--- src/rtl/mux_nto1_seq.sv ---
// Registered N-to-1 mux with manual channel select and round-robin auto-scan, valid/ready output.
// Optional MUX_NTO1_SEQ_MASK_EN adds ch_mask to restrict which channels take part in scan.
//
// state  | meaning
// IDLE   | no captures; entered when disabled with nothing pending
// MANUAL | channel set by sel/sel_load
// SCAN   | channel advances round-robin every DWELL samples
module mux_nto1_seq #(
   parameter  int WIDTH    = 8,
   parameter  int CHANNELS = 4,
   parameter  int DWELL    = 3,
   localparam int SELW     = $clog2(CHANNELS),
   localparam int DWW      = (DWELL > 1) ? $clog2(DWELL) : 1
) (
   input  logic                      clk,
   input  logic                      reset_n,
   input  logic [CHANNELS*WIDTH-1:0] data_in,
   input  logic                      enable,
   input  logic                      mode,
   input  logic [SELW-1:0]           sel,
   input  logic                      sel_load,
`ifdef MUX_NTO1_SEQ_MASK_EN
   input  logic [CHANNELS-1:0]       ch_mask,
`endif
   output logic [WIDTH-1:0]          out_data,
   output logic [SELW-1:0]           out_ch,
   output logic                      out_valid,
   input  logic                      out_ready
);

   typedef enum logic [1:0] {S_IDLE, S_MANUAL, S_SCAN} state_t;

   localparam logic [SELW:0]  CH_LIM  = (SELW+1)'(CHANNELS);
   localparam logic [DWW-1:0] DW_LAST = DWW'(DWELL - 1);

   state_t           r_state;
   state_t           w_state_nxt;
   logic [SELW-1:0]  r_ch;
   logic [DWW-1:0]   r_dwell;
   logic [CHANNELS-1:0] w_mask;
   logic             w_xfer;
   logic             w_load;
   logic             w_enter_scan;
   logic [WIDTH-1:0] w_chan [2**SELW];

`ifdef MUX_NTO1_SEQ_MASK_EN
   assign w_mask = ch_mask;
`else
   assign w_mask = '1;
`endif

   for (genvar k = 0; k < 2**SELW; k++) begin : g_chan
      if (k < CHANNELS) begin : g_used
         assign w_chan[k] = data_in[k*WIDTH +: WIDTH];
      end else begin : g_unused
         assign w_chan[k] = '0;
      end
   end

   function automatic logic [SELW-1:0] f_first(input logic [CHANNELS-1:0] m);
      logic [SELW-1:0] r;
      r = '0;
      for (int k = CHANNELS-1; k >= 0; k--)
         if (m[k]) r = SELW'(k);
      return r;
   endfunction

   // Smallest forward offset wins; with no other channel enabled the current one repeats.
   function automatic logic [SELW-1:0] f_next(input logic [SELW-1:0] cur,
                                              input logic [CHANNELS-1:0] m);
      logic [SELW-1:0] r;
      int idx;
      r = cur;
      for (int o = CHANNELS-1; o >= 1; o--) begin
         idx = (int'(cur) + o) % CHANNELS;
         if (m[idx]) r = SELW'(idx);
      end
      return r;
   endfunction

   always_comb begin
      w_xfer      = out_valid & out_ready;
      w_state_nxt = r_state;
      if (!enable && (!out_valid || w_xfer))
         w_state_nxt = S_IDLE;
      else if (enable)
         w_state_nxt = mode ? S_SCAN : S_MANUAL;
      w_load = enable && (!out_valid || w_xfer) &&
               ((r_state == S_MANUAL) || ((r_state == S_SCAN) && (|w_mask)));
      w_enter_scan = (w_state_nxt == S_SCAN) && (r_state != S_SCAN);
   end

   // Dwell counts samples launched in scan; each one leaves as exactly one accepted transfer.
   always_ff @(posedge clk or negedge reset_n) begin
      if (!reset_n) begin
         r_state   <= S_IDLE;
         r_ch      <= '0;
         r_dwell   <= '0;
         out_data  <= '0;
         out_ch    <= '0;
         out_valid <= 1'b0;
      end else begin
         r_state <= w_state_nxt;
         if (w_load) begin
            out_data  <= w_chan[r_ch];
            out_ch    <= r_ch;
            out_valid <= 1'b1;
         end else if (w_xfer) begin
            out_valid <= 1'b0;
         end
         if (w_enter_scan) begin
            r_ch    <= f_first(w_mask);
            r_dwell <= '0;
         end else if ((r_state == S_MANUAL) && sel_load && ({1'b0, sel} < CH_LIM)) begin
            r_ch <= sel;
         end else if ((r_state == S_SCAN) && w_load) begin
            if (r_dwell == DW_LAST) begin
               r_dwell <= '0;
               r_ch    <= f_next(r_ch, w_mask);
            end else begin
               r_dwell <= r_dwell + DWW'(1);
            end
         end
      end
   end

endmodule

--- config.mk ---
export PLATFORM = sky130hd
export DESIGN_NAME = mux_nto1_seq
export DESIGN_NICKNAME = d
export VERILOG_FILES = /design/src/rtl/mux_nto1_seq.sv
export SDC_FILE = /design/constraint.sdc
export NUM_CORES = 1
export LEC_CHECK = 0
export ABC_AREA = 1
export ABC_CLOCK_PERIOD_IN_PS = 1300
export CAP_MARGIN = 10
export CORE_MARGIN = 2
export CORE_UTILIZATION = 55
export DETAILED_ROUTE_END_ITERATION = 10
export DONT_BUFFER_PORTS = 1
export HOLD_SLACK_MARGIN = 0.02
export PLACE_DENSITY = 0.73
export SLEW_MARGIN = 0
export SYNTH_ARGS = -nofsm -noshare
export SYNTH_HDL_FRONTEND = slang
export SYNTH_SLANG_ARGS = --single-unit
--- constraint.sdc ---
create_clock -name clk -period 1.3 [get_ports clk]
set_input_delay 0.13 -clock clk [delete_from_list [all_inputs] [get_ports clk]]
set_output_delay 0.13 -clock clk [all_outputs]
set_load 0.01 [all_outputs]
; ---- Word level (Yosys, flattened, before mapping)
; Index checks and enable logic that the tools add are counted.
[word_totals]
regBits = 17
latch_bits = 0
mem_bits_rw = 0
rom_bits = 0
inputBits = 40
output_inout_bits = 11
elab_cells = 73
n_memories = 0
[classes]
n_addsub = 4
n_mul = 0
div_mod_pow = 0
order_cmp = 4
eq_ne = 6
shift = 0
muxes = 28
n_bitwise = 5
reduce_logical = 20
[op_table]
columns = operator, n
row1 = $mux 2, 14
row2 = $bmux 8 s2, 1
row3 = $mux 8, 2
row4 = $lt 3x4->1 const B, 3
row5 = $mux 1, 8
row6 = $bmux 1 s2, 3
row7 = $eq 2x2->1 const B, 3
row8 = $logic_and 1x1->1, 6
row9 = $reduce_bool 3->1, 2
row10 = $reduce_or 2->1, 3
row11 = $reduce_bool 5->1, 1
row12 = $add 2x1->2 const B, 2
row13 = $add 2x2->2 const B, 2
row14 = $ne 2x2->1 const B, 2
row15 = $reduce_bool 2->1, 2
row16 = $and 1x1->1 const A, 3
row17 = $ge 3x3->1 const B, 1
row18 = $not 2->3, 1
row19 = $reduce_and 3->1, 1
row20 = $eq 2x1->1 const B, 1
row21 = $logic_not 1->1, 2
row22 = $logic_or 1x1->1, 2
row23 = $reduce_and 2->1, 1
row24 = $and 1x1->1, 1

; ---- Depth between registers and ports, before layout
; Gate-level depths: netlist of the first run.
[depth]
depth_word = 13
mapped_depth = 10
mapped_depth_nobuf = 10

; ---- Least setup slack after synthesis of the first run
; Ideal clock, no wire load.
[synth_timing]
kind = reg-to-reg
startpoint = reg r_state[0]
endpoint = reg r_dwell[0]
setup_time_ns = 0.127
arrival_ns = 1.257
required_ns = 1.173
path_slack_ns = -0.084
path_stages_with_launch = 9
path_buffers = 0
synth_period_minus_slack_ns = 1.384
cell_sequence = dfrtp_1 -> inv_1 -> ha_1 -> inv_1 -> nand2_2 -> nor2_8 -> nand2_2 -> o21ai_1 -> o21ai_0
[synth_between]
elab_chain_cells = 6
elab_cells_between_ends = 15
cone_classes = eq/ne (5) / mux (3) / reduce/logical (7)
[synth_rtl]
columns = element, line_no
row1 = start: declaration, 36  ; state_t r_state;
row2 = start signal: assignment, 103  ; r_state <= w_state_nxt;
row3 = "$mux 2, or another cell as far along", 86  ; else if (enable)
row4 = $mux 2 or $logic_or 1x1->1 (tied branches), "84, 89"
row5 = $eq 2x2->1 or $logic_and 1x1->1 (tied branches), "90, 88"
row6 = "$logic_and 1x1->1, on equally long branches", "90, 116"
row7 = $ne 2x2->1 (no source line) or $reduce_bool 2->1 (tied branches), n/a
row8 = $reduce_and 2->1 (no source line), n/a
row9 = end signal: assignment, 121  ; r_dwell <= r_dwell + DWW'(1);
row10 = end: declaration, 39  ; logic [DWW-1:0] r_dwell;
; Several ways; a longest one is shown, not always the timed one.
; A chain may end at the register's enable or synchronous reset.

; ---- Worst setup path after layout of the first run
[layout_timing]
startpoint = reg r_state[0]
endpoint = reg out_data[6]
[layout_between]
elab_chain_cells = 3
elab_cells_between_ends = 4
cone_classes = eq/ne (2) / reduce/logical (2)
[layout_rtl]
columns = element, line_no
row1 = $eq 2x1->1 or $eq 2x2->1 (tied branches), 89  ; ((r_state == S_MANUAL) || ((r_state == S_SCAN) && (|w_mask)));
row2 = $logic_or 1x1->1 *, 89
row3 = $logic_and 1x1->1 *, 88  ; w_load = enable && (!out_valid || w_xfer) &&
row4 = end signal: assignment, 105  ; out_data <= w_chan[r_ch];
row5 = end: declaration, 25  ; output logic [WIDTH-1:0] out_data,
; Mark *: on every way between the ends. The rest lies on a longest branch, timed or not.

==> results of run 1 <==
-- sequential cells by signal (all words and copies together), names as in the netlist --
| name | cells |
|---|---|
| out_ch | 2 |
| r_ch | 2 |
| out_valid | 1 |
| out_data | 8 |
| r_dwell | 2 |
| r_state | 2 |
-- routing by layer --
| layer | wire [um] | vias to the layer above | GRT usage, % |
|---|---|---|---|
| li1 | - | 505 | - |
| met1 | 1020 | 421 | 27.2 |
| met2 | 1090 | 38 | 31.3 |
| met3 | 139 | 2 | 3.68 |
| met4 | 19 | 0 | 7.62 |
| met5 | 0 | - | 0 |
-- power breakdown --
part / internal (mW) / switching (mW)
sequential: 0.719 / 0.219
combinational: 0.383 / 0.552
clock: 0.115 / 0.173
total: 1.22 / 0.943
-- cell type report --
class                   instances  area, sq um
clock buffers                   3         22.5
clock inverters                 1         5.00
fillers                       182          707
inverters                      18         70.1
multi-input cells             109          569
flip-flops and latches         17          425
well taps                      27         33.8
repair buffers                 13          109
-- cells in the mapped netlist (2+ instances only) --
| master | number | share of area, % |
|---|---|---|
| o21ai_0 | 21 | 9.4 |
| inv_1 | 14 | 4.7 |
| nor2_1 | 36 | 12 |
| nand2_2 | 2 | 1.1 |
| ha_1 | 2 | 2.2 |
| a31oi_1 | 6 | 3.4 |
| dfrtp_1 | 17 | 38 |
| nand4_1 | 2 | 1.1 |
| a31oi_2 | 2 | 2.2 |
| nand3_2 | 2 | 1.8 |
| nand3_1 | 4 | 1.8 |
| nor2_2 | 5 | 2.8 |
| nand2_1 | 22 | 7.4 |
| inv_2 | 3 | 1.0 |
-- repair_timing --
item,4_1_cts,5_1_grt
gates cloned,0,0
hold buffers,2,1
endpoints found under the setup margin,12,14
hold endpoints to repair,18,1
setup buffers,0,1
gates resized for setup,0,5
-- cell families (layout without fill, tap and decap cells) --
| kind of cell | Yosys count | in the layout | share of synthesized area [%] |
|---|---|---|---|
| AND/OR/NAND/NOR | 76 | 76 | 32.2 |
| AO/OA/AOI/OAI | 31 | 31 | 16.2 |
| flip-flops | 17 | 17 | 38.2 |
| buffers and inverters | 23 | 35 | 11.1 |
| adder cells (fa/ha/maj) | 2 | 2 | 2.25 |
-- final timing paths --
check / from / cells after the start / slack, ns / to
setup / recovery: r_state[0] / 8 / -0.1 / out_data[6]
hold / removal: enable / 2 / 0.05 / r_state[1]
setup reg to reg: r_state[0] / 8 / -0.1 / out_data[6]
hold reg to reg: r_dwell[0] / 2 / 0.54 / r_dwell[1]
max in group asynchronous: reset_n / 1 / 0.47 / r_state[1]
min in group asynchronous: reset_n / 1 / 0.35 / out_ch[0]
==> impl_results.md, run 1 <==
* Number of global-route vias before repair at 849
* Kind of critical path: flop to flop
* Number of diodes at 0
* Design area at 1230 sq um
* Max_cap viols at 0
* CP Capture Type: flop
* Failing checks: setup timing
* DP HPWL at 1.77 mm
* Number of synthesized register bits at 17
* DRC Markers at 0
* Top delay family on crit path: flip-flops
* Post-synth EDFFs at 0
* CP max stage delay at 0.35 ns
* Fin crit share at 107%
* Final Util at 63.6%
* Routed wire length at 2.27 mm
* Clk_skew at 0.00442 ns
* Hold Crit Class: input pin to flop
* Row count at 16
* Average wire per cell in the routed design at 12.1 um
* Sink Count at 17
* Gr usage total at 19.9%
* Most common cell after layout, fill and taps aside: nor2_1
* Layout Cells excl Fill at 188
* Final Power at 2.16 mW
* Syn avg cell area at 7.47 sq um
* Crit Path Max Fanout at 7
* Mapped Nets at 191
* Async set-reset flop share out of synthesis at 100%
* CTS tree: yes
* Final worst setup slack at -0.0965 ns
* FMAX at 0.716 GHz
* DRT Pass-1 Iters at 4
* Max-slew violations at 0
* Global-route wire length before repair at 3.68 mm
* RSZ-0062 raised after global routing: true
* PwrDens at 1750 nW/um^2
* Worst-Skew Late Latency at 0.29 ns
* # setup viols final at 14
* Synth Cell Area at 1110 sq um
* Die Ht at 49.0 um
* CP max-delay cell: dfrtp_1
* Initial core utilization at 57.3%
* Via count at 966
* DR vias/cell at 5.14
* LEAKAGE at 0.599 nW
* Yosys warnings at 0
* Mapped Cells at 149
* Die Wd at 49.0 um
* IO Count at 51
* Root buf cell: clkbuf_4
* CP bufs+invs at 3
* Area Overhead vs Synth at 11.0%
* Post-synthesis cell type count at 25
* TritonCTS Buffers at 3
* Core Region at 1940 sq um
* Hold violation count in the final report at 0
* Startpoint Class: flop
* Initial antenna violation count at 0
* DRT iter0 DRCs at 21
* Total grt overflow at 0
* Placer congestion estimate at 0.798
* Reg clk slew, reported paths at 0.10 ns
* Placed Area at 1160 sq um
* Final #Nets at 204
* Total die area at 2400 sq um
* Slew headroom at 48.1%
* Worst slew pin tran at 0.776 ns
* ANT nets after route at 0
* CTS H-tree lvls at 1
* Commonest cells after routing, fill and taps aside: nor2_1, nand2_1, o21ai_0
* Layout cells sized above 1 at 20.5%
* Critical Path Most Common Cell: inv_1
* IO buf count at 0
* Top_reg_cell synth: dfrtp_1
* Setup TNS at -0.915 ns
* Max rail drop VDD at 1320 uV
* Largest net degree at the start of global routing at 19
* Crit path time final at 1.40 ns
* Pre-CTS setup slack at -0.0843 ns
* Crit path cell chain: inv_1 > ha_1 > inv_1 > nand2_2 > nor2_8 > buf_4 > nor2_1 > a31oi_1
* Placed insts at 180
* Arr. time, crit path at 1.62 ns
* Status: finished, violations left
* Worst Path Required at 1.52 ns
* Maximum buffer depth of the clock tree at 2
* Sequential element share of the synthesized area at 38.2%
* Hold slack at 0.0508 ns
Power figures use the tool's default switching activity.
==> inputs of run 2 (changes only) <==
--- a/config.mk
+++ b/config.mk
@@ -12,8 +12,10 @@
 export CORE_UTILIZATION = 55
 export DETAILED_ROUTE_END_ITERATION = 10
 export DONT_BUFFER_PORTS = 1
+export GPL_TIMING_DRIVEN = 0
 export HOLD_SLACK_MARGIN = 0.02
 export PLACE_DENSITY = 0.73
+export SETUP_SLACK_MARGIN = 0.05
 export SLEW_MARGIN = 0
 export SYNTH_ARGS = -nofsm -noshare
 export SYNTH_HDL_FRONTEND = slang
==> run 2 against run 1 <==
Effect of this change: first-iteration DRC count shrank 19%; via count is 7.9% higher; clock-buffer cell count rose by 1; final cell count rose by 0.53%; sequential power increased by 3.2%; critical path type unchanged; fmax decreased by 1.1%; setup slack got worse by 0.016 ns; core utilization rose by 6.4 points; clock skew is 0.00073 ns lower; sequential share of layout area fell by 3.1 points; routed wire length up 20%; largest cell class unchanged; critical path depth unchanged; the run ends with hold timing, setup timing left.
==> impl_results.md, run 2 (synthesized netlist as in run 1, its figures left out) <==
* ANT nets after route at 0 (unchanged)
* Hold Buf Count CTS at 2 (unchanged)
* DP HPWL at 1.91 mm (+8.0%)
* Crit path time final at 1.41 ns (+0.0159 ns)
* CTS tree: yes
* DRC Markers at 0 (unchanged)
* FMAX at 0.708 GHz (-1.1%)
* Final #Nets at 205 (+0.49%)
* Via count at 1042 (+7.9%)
* Total die area at 2400 sq um (unchanged)
* Largest net degree at the start of global routing at 18 (-1)
* Kind of critical path: flop to flop
* Placed insts at 176 (-2.2%)
* Initial antenna violation count at 0 (unchanged)
* Hold Crit Class: input pin to flop
* CP Capture Type: flop
* Placer congestion estimate at 0.804 (+0.78%)
* Maximum buffer depth of the clock tree at 2 (unchanged)
* Hold violation count in the final report at 1 (+1)
* Number of diodes at 0 (unchanged)
* Clk_skew at 0.00369 ns (-0.000725 ns)
* Average wire per cell in the routed design at 14.4 um (+19%)
* Startpoint Class: flop
* Reg with most FFs: out_data
* Slew headroom at 47.8% (-0.25 points)
* Layout Cells excl Fill at 189 (+0.53%)
* Max rail drop VDD at 1140 uV (-14%)
* Routed wire length at 2.72 mm (+20%)
* Max_cap viols at 0 (unchanged)
* DRT Pass-1 Iters at 5 (+1)
* IO Count at 51 (unchanged)
* Fin crit share at 109% (+1.2 points)
* Final worst setup slack at -0.112 ns (-0.0159 ns)
* Reg clk slew, reported paths at 0.10 ns (about the same)
* Max-slew violations at 0 (unchanged)
* LEAKAGE at 0.633 nW (+5.7%)
* Layout cells sized above 1 at 30.9% (+10 points)
* Sink Count at 17 (unchanged)
* Worst-Skew Late Latency at 0.29 ns (about the same)
* Status: finished, violations left
* PwrDens at 1750 nW/um^2 (about the same)
* Crit Path Max Fanout at 6 (-1)
* Global-route wire length before repair at 4.40 mm (+20%)
* Setup TNS at -1.14 ns (-0.227 ns)
* Core Region at 1940 sq um (unchanged)
* Arr. time, crit path at 1.60 ns (-0.02 ns)
* Failing checks: hold timing, setup timing
* Hold slack at -0.0107 ns (-0.0615 ns)
* Die Ht at 49.0 um (unchanged)
* Reg area at 425 sq um (unchanged)
* DR vias/cell at 5.51 (+7.3%)
* Max FFs per register at 8 (unchanged)
* Die Wd at 49.0 um (unchanged)
* CTS H-tree lvls at 1 (unchanged)
* Commonest cells after routing, fill and taps aside: nor2_1, nand2_1, dfrtp_1
* Initial core utilization at 57.3% (unchanged)
* Area Overhead vs Synth at 22.2%
* Area of the multi-input gates at 651 sq um (+14%)
* Final Power at 2.38 mW (+10%)
* Fill cells at 161 (-12%)
* IO buf count at 0 (unchanged)
* Total grt overflow at 0 (unchanged)
* Most common cell after layout, fill and taps aside: nor2_1
* Root buf cell: clkbuf_4
* DRT iter0 DRCs at 17 (-19%)
* Row count at 16 (unchanged)
* Number of global-route vias before repair at 967 (+14%)
* Gr usage total at 23.5% (+3.6 points)
* Worst slew pin tran at 0.780 ns (+0.00375 ns)
* TritonCTS Buffers at 3 (unchanged)
* Worst Path Required at 1.48 ns (-0.04 ns)
* # setup viols final at 14 (unchanged)
* RSZ-0062 raised after global routing: true
==> run 2: cell type report <==
cell class,instances,share of cell area [%]
inverters,18,5.71
flip-flops and latches,17,31.3
well taps,27,2.49
plain buffers,5,4.14
repair buffers,9,6.54
clock buffers,4,1.93
multi-input cells,109,47.9
==> run 2: worst max-delay path, cell delays in order (launching register included) <==
cell and delay, ns:
dfrtp_1 0.43, buf_4 0.15, inv_1 0.05, ha_2 0.19, nand2_4 0.09, buf_4 0.15
buf_4 0.12, nand4_1 0.08, nand2_1 0.06
==> run 2: path summary, 6_finish.rpt <==
path | start | endpoint | slack (ns) | cells after the start
max | r_state[1] | r_ch[0] | -0.11 | 8
min | enable | out_valid | -0.01 | 2
max reg2reg | r_state[1] | r_ch[0] | -0.11 | 8
min reg2reg | r_dwell[0] | r_dwell[1] | 0.55 | 2
max in group asynchronous | reset_n | out_data[7] | 0.46 | 1
min in group asynchronous | reset_n | out_data[6] | 0.35 | 1
==> run 2: power by group <==
| group | internal [mW] | total, mW | switching, mW |
|---|---|---|---|
| Combinational | 0.482 | 1.13 | 0.643 |
| Clock | 0.119 | 0.286 | 0.167 |
| Sequential | 0.719 | 0.967 | 0.249 |
==> run 2: per-stage QoR <==
stage               area (sq um)  worst slack, ns  util, %
floorplan                   1120          -0.0524        -
global placement            1150           -0.167     59.2
detailed placement          1150           -0.185     59.2
CTS                         1260           -0.192     64.9
global route                1360           -0.170     70.0
finish                      1360           -0.112     70.0
==> run 2: routing by layer <==
layer | GRT usage (%) | share of wire, % | up-vias
li1 | - | - | 507
met1 | 30.0 | 44 | 497
met2 | 39.3 | 50 | 36
met3 | 6.13 | 5.4 | 2
met4 | 6.67 | 0.70 | 0
met5 | 0 | 0 | -
==> run 2: what timing repair did <==
| action | 4_1_cts | 5_1_grt |
|---|---|---|
| endpoints found under the setup margin | 14 | 14 |
| pin swaps | 4 | 4 |
| cloned | 0 | 0 |
| hold endpoints to repair | 18 | 1 |
| setup buffers | 4 | 3 |
| gates resized for setup | 9 | 23 |
==> inputs of run 3 (changes only) <==
--- a/config.mk
+++ b/config.mk
@@ -7,13 +7,12 @@
 export LEC_CHECK = 0
 export ABC_AREA = 1
 export ABC_CLOCK_PERIOD_IN_PS = 1300
-export CAP_MARGIN = 10
 export CORE_MARGIN = 2
 export CORE_UTILIZATION = 55
 export DETAILED_ROUTE_END_ITERATION = 10
 export DONT_BUFFER_PORTS = 1
 export GPL_TIMING_DRIVEN = 0
-export HOLD_SLACK_MARGIN = 0.02
+export HOLD_SLACK_MARGIN = 0.15
 export PLACE_DENSITY = 0.73
 export SETUP_SLACK_MARGIN = 0.05
 export SLEW_MARGIN = 0
==> run 3 against run 2 <==
Effect of this change: the run still ends with hold timing, setup timing left; clock power up 2%; clock-buffer cell count unchanged; power up 5.0%; largest cell class unchanged; die area unchanged; core utilization up 13 points; sequential power up 1%; flip-flop and latch count unchanged; setup slack worse by 0.0062 ns; combinational power up 9%; highest routed layer unchanged; non-clock buffer count up 25; final cell count up 13%; first-iteration DRC count up 100%.
==> impl_results.md, run 3 (synthesized netlist as in run 1, its figures left out) <==
* Status: finished, violations left
* Failing checks: hold timing, setup timing
* Crit path time final at 1.42 ns (+0.00621 ns)
* CTS tree: yes
* DR vias/cell at 5.58 (+1.2%)
* Die Ht at 49.0 um (unchanged)
* Met2 Wirelength at 1.82 mm (+35%)
* Clk network pwr share at 11.7% (-0.3 points)
* Sum of routed wire segments on met1 at 1.29 mm (+7.1%)
* ANT nets after route at 0 (unchanged)
* Max_cap viols at 0 (unchanged)
* Reg clk slew, reported paths at 0.10 ns (about the same)
* Total die area at 2400 sq um (unchanged)
* Hold slack at -0.0216 ns (-0.0109 ns)
* DRT Pass-1 Iters at 4 (-1)
* Root buf cell: clkbuf_4
* Layout cells sized above 1 at 24.6% (-6.3 points)
* IO Count at 51 (unchanged)
* Hold Crit Class: input pin to flop
* Max rail drop VDD at 1060 uV (-6.8%)
* Largest net degree at the start of global routing at 18 (unchanged)
* Via count at 1194 (+15%)
* Worst Path Required at 1.52 ns (+0.04 ns)
* TritonCTS Buffers at 3 (unchanged)
* Sequential share of power at 39.1% (-1.6 points)
* Gr usage total at 29.3% (+5.8 points)
* Worst-Skew Late Latency at 0.29 ns (about the same)
* Area Overhead vs Synth at 44.1%
* Slew headroom at 46.2% (-1.6 points)
* Reg with most FFs: out_data
* Hold depth at 2 (unchanged)
* DRC Markers at 0 (unchanged)
* Row count at 16 (unchanged)
* Startpoint Class: flop
* Final worst setup slack at -0.119 ns (-0.00621 ns)
* Pre-CTS setup slack at -0.185 ns (unchanged)
* Number of diodes at 0 (unchanged)
* Routed wire length at 3.52 mm (+29%)
* Die Wd at 49.0 um (unchanged)
* Hold violation count in the final report at 1 (unchanged)
* Cells on worst reg2reg path at 8 (unchanged)
* IO buf count at 0 (unchanged)
* Initial core utilization at 57.3% (unchanged)
* Global-route wire length before repair at 5.40 mm (+23%)
* DRT iter0 DRCs at 34 (+17)
* Combinational Power Share at 49.2% (+1.9 points)
* Placer congestion estimate at 0.804 (unchanged)
* FMAX at 0.705 GHz (-0.44%)
* Net Sw Frac at 45.1% (+0.55 points)
* Max-slew violations at 0 (unchanged)
* PwrDens at 1560 nW/um^2 (-11%)
* Total grt overflow at 0 (unchanged)
* Core Region at 1940 sq um (unchanged)
* Kind of critical path: flop to flop
* Fin crit share at 109% (+0.48 points)
* # setup viols final at 14 (unchanged)
* CTS H-tree lvls at 1 (unchanged)
* Internal power at 1.37 mW (+3.9%)
* Final Power at 2.50 mW (+5.0%)
* Final Util at 82.5% (+13 points)
* Average wire per cell in the routed design at 16.4 um (+14%)
* Maximum buffer depth of the clock tree at 2 (unchanged)
* Commonest cells after routing, fill and taps aside: nor2_1, dlygate4sd3_1, nand2_1
* Worst slew pin tran at 0.805 ns (+0.0246 ns)
* Arr. time, crit path at 1.64 ns (+0.04 ns)
* Top Layer Used: met4
* DP HPWL at 1.91 mm (unchanged)
* Clk_skew at 0.00126 ns (-0.00243 ns)
* Final #Nets at 230 (+12%)
* WL met3 at 270 um (+84%)
* Layout Cells excl Fill at 214 (+13%)
* Placed insts at 176 (unchanged)
* RSZ-0062 raised after global routing: true
* Sink Count at 17 (unchanged)
* Max FFs per register at 8 (unchanged)
* Sw Pwr at 1.12 mW (+6.3%)
* LEAKAGE at 0.738 nW (+17%)
* Crit Path Max Fanout at 10 (+4)
* Initial antenna violation count at 0 (unchanged)
* Number of global-route vias before repair at 1202 (+24%)
* CP Capture Type: flop
==> run 3: stage by stage <==
step	hold slack, ns	cell area, sq um	TNS (ns)
3_5_place_dp	-0.165	1150	-1.94
2_1_floorplan	-0.166	1120	-0.240
6_report	-0.0216	1600	-1.31
4_1_cts	0.0231	1530	-2.13
3_3_place_gp	-0.165	1150	-1.61
5_1_grt	-0.00917	1600	-2.47
==> run 3: final cells by class <==
class                           instances  area [sq um]
Inverter                               18          75.1
Sequential cell                        17           425
Timing Repair Buffer                   34           347
Fill cell                             118           339
Clock buffer                            4          26.3
Tap cell                               27          33.8
Buffer                                  5          56.3
Multi-Input combinational cell        109           639
==> run 3: power by group through the flow <==
| stage | logic (mW) | registers, mW | clock network [mW] |
|---|---|---|---|
| after floorplan | 0.797 | 0.907 | 0 |
| after global placement | 0.933 | 0.940 | 0 |
| after detailed placement | 0.977 | 0.955 | 0 |
| after CTS | 1.12 | 0.964 | 0.283 |
| after global routing | 1.35 | 0.996 | 0.314 |
| final | 1.23 | 0.977 | 0.292 |
==> run 3: path summary, 6_finish.rpt <==
check                              endpoint  startpoint  slack (ns)
min in group asynchronous         out_ch[1]     reset_n        0.36
worst min-delay path              out_valid      enable       -0.02
worst min register to register   r_dwell[1]  r_dwell[0]        0.55
max in group asynchronous       out_data[3]     reset_n        0.45
worst max register to register  out_data[7]  r_state[0]       -0.12
worst max-delay path            out_data[7]  r_state[0]       -0.12
==> run 3: what timing repair did <==
item                                    in CTS  in global routing
hold buffers                                29                  1
gates resized for setup                      9                 19
endpoints found under the setup margin      14                 14
setup buffers                                4                  0
hold endpoints to repair                    30                  3
pin swaps                                    4                  3
==> run 3: routing by layer <==
layer | vias up | global-route usage, %
li1 | 557 | -
met2 | 70 | 49.1
met3 | 14 | 7.06
met4 | 0 | 18.1
met5 | - | 0
met1 | 553 | 33.5
==> run 3: critical path, stage by stage (launching register included) <==
cell and delay [ns]:
dfrtp_1 0.42, inv_2 0.08, ha_4 0.21, inv_4 0.06, nand2_4 0.06, nor2_8 0.17
buf_8 0.17, nor2_2 0.04, a31oi_2 0.14
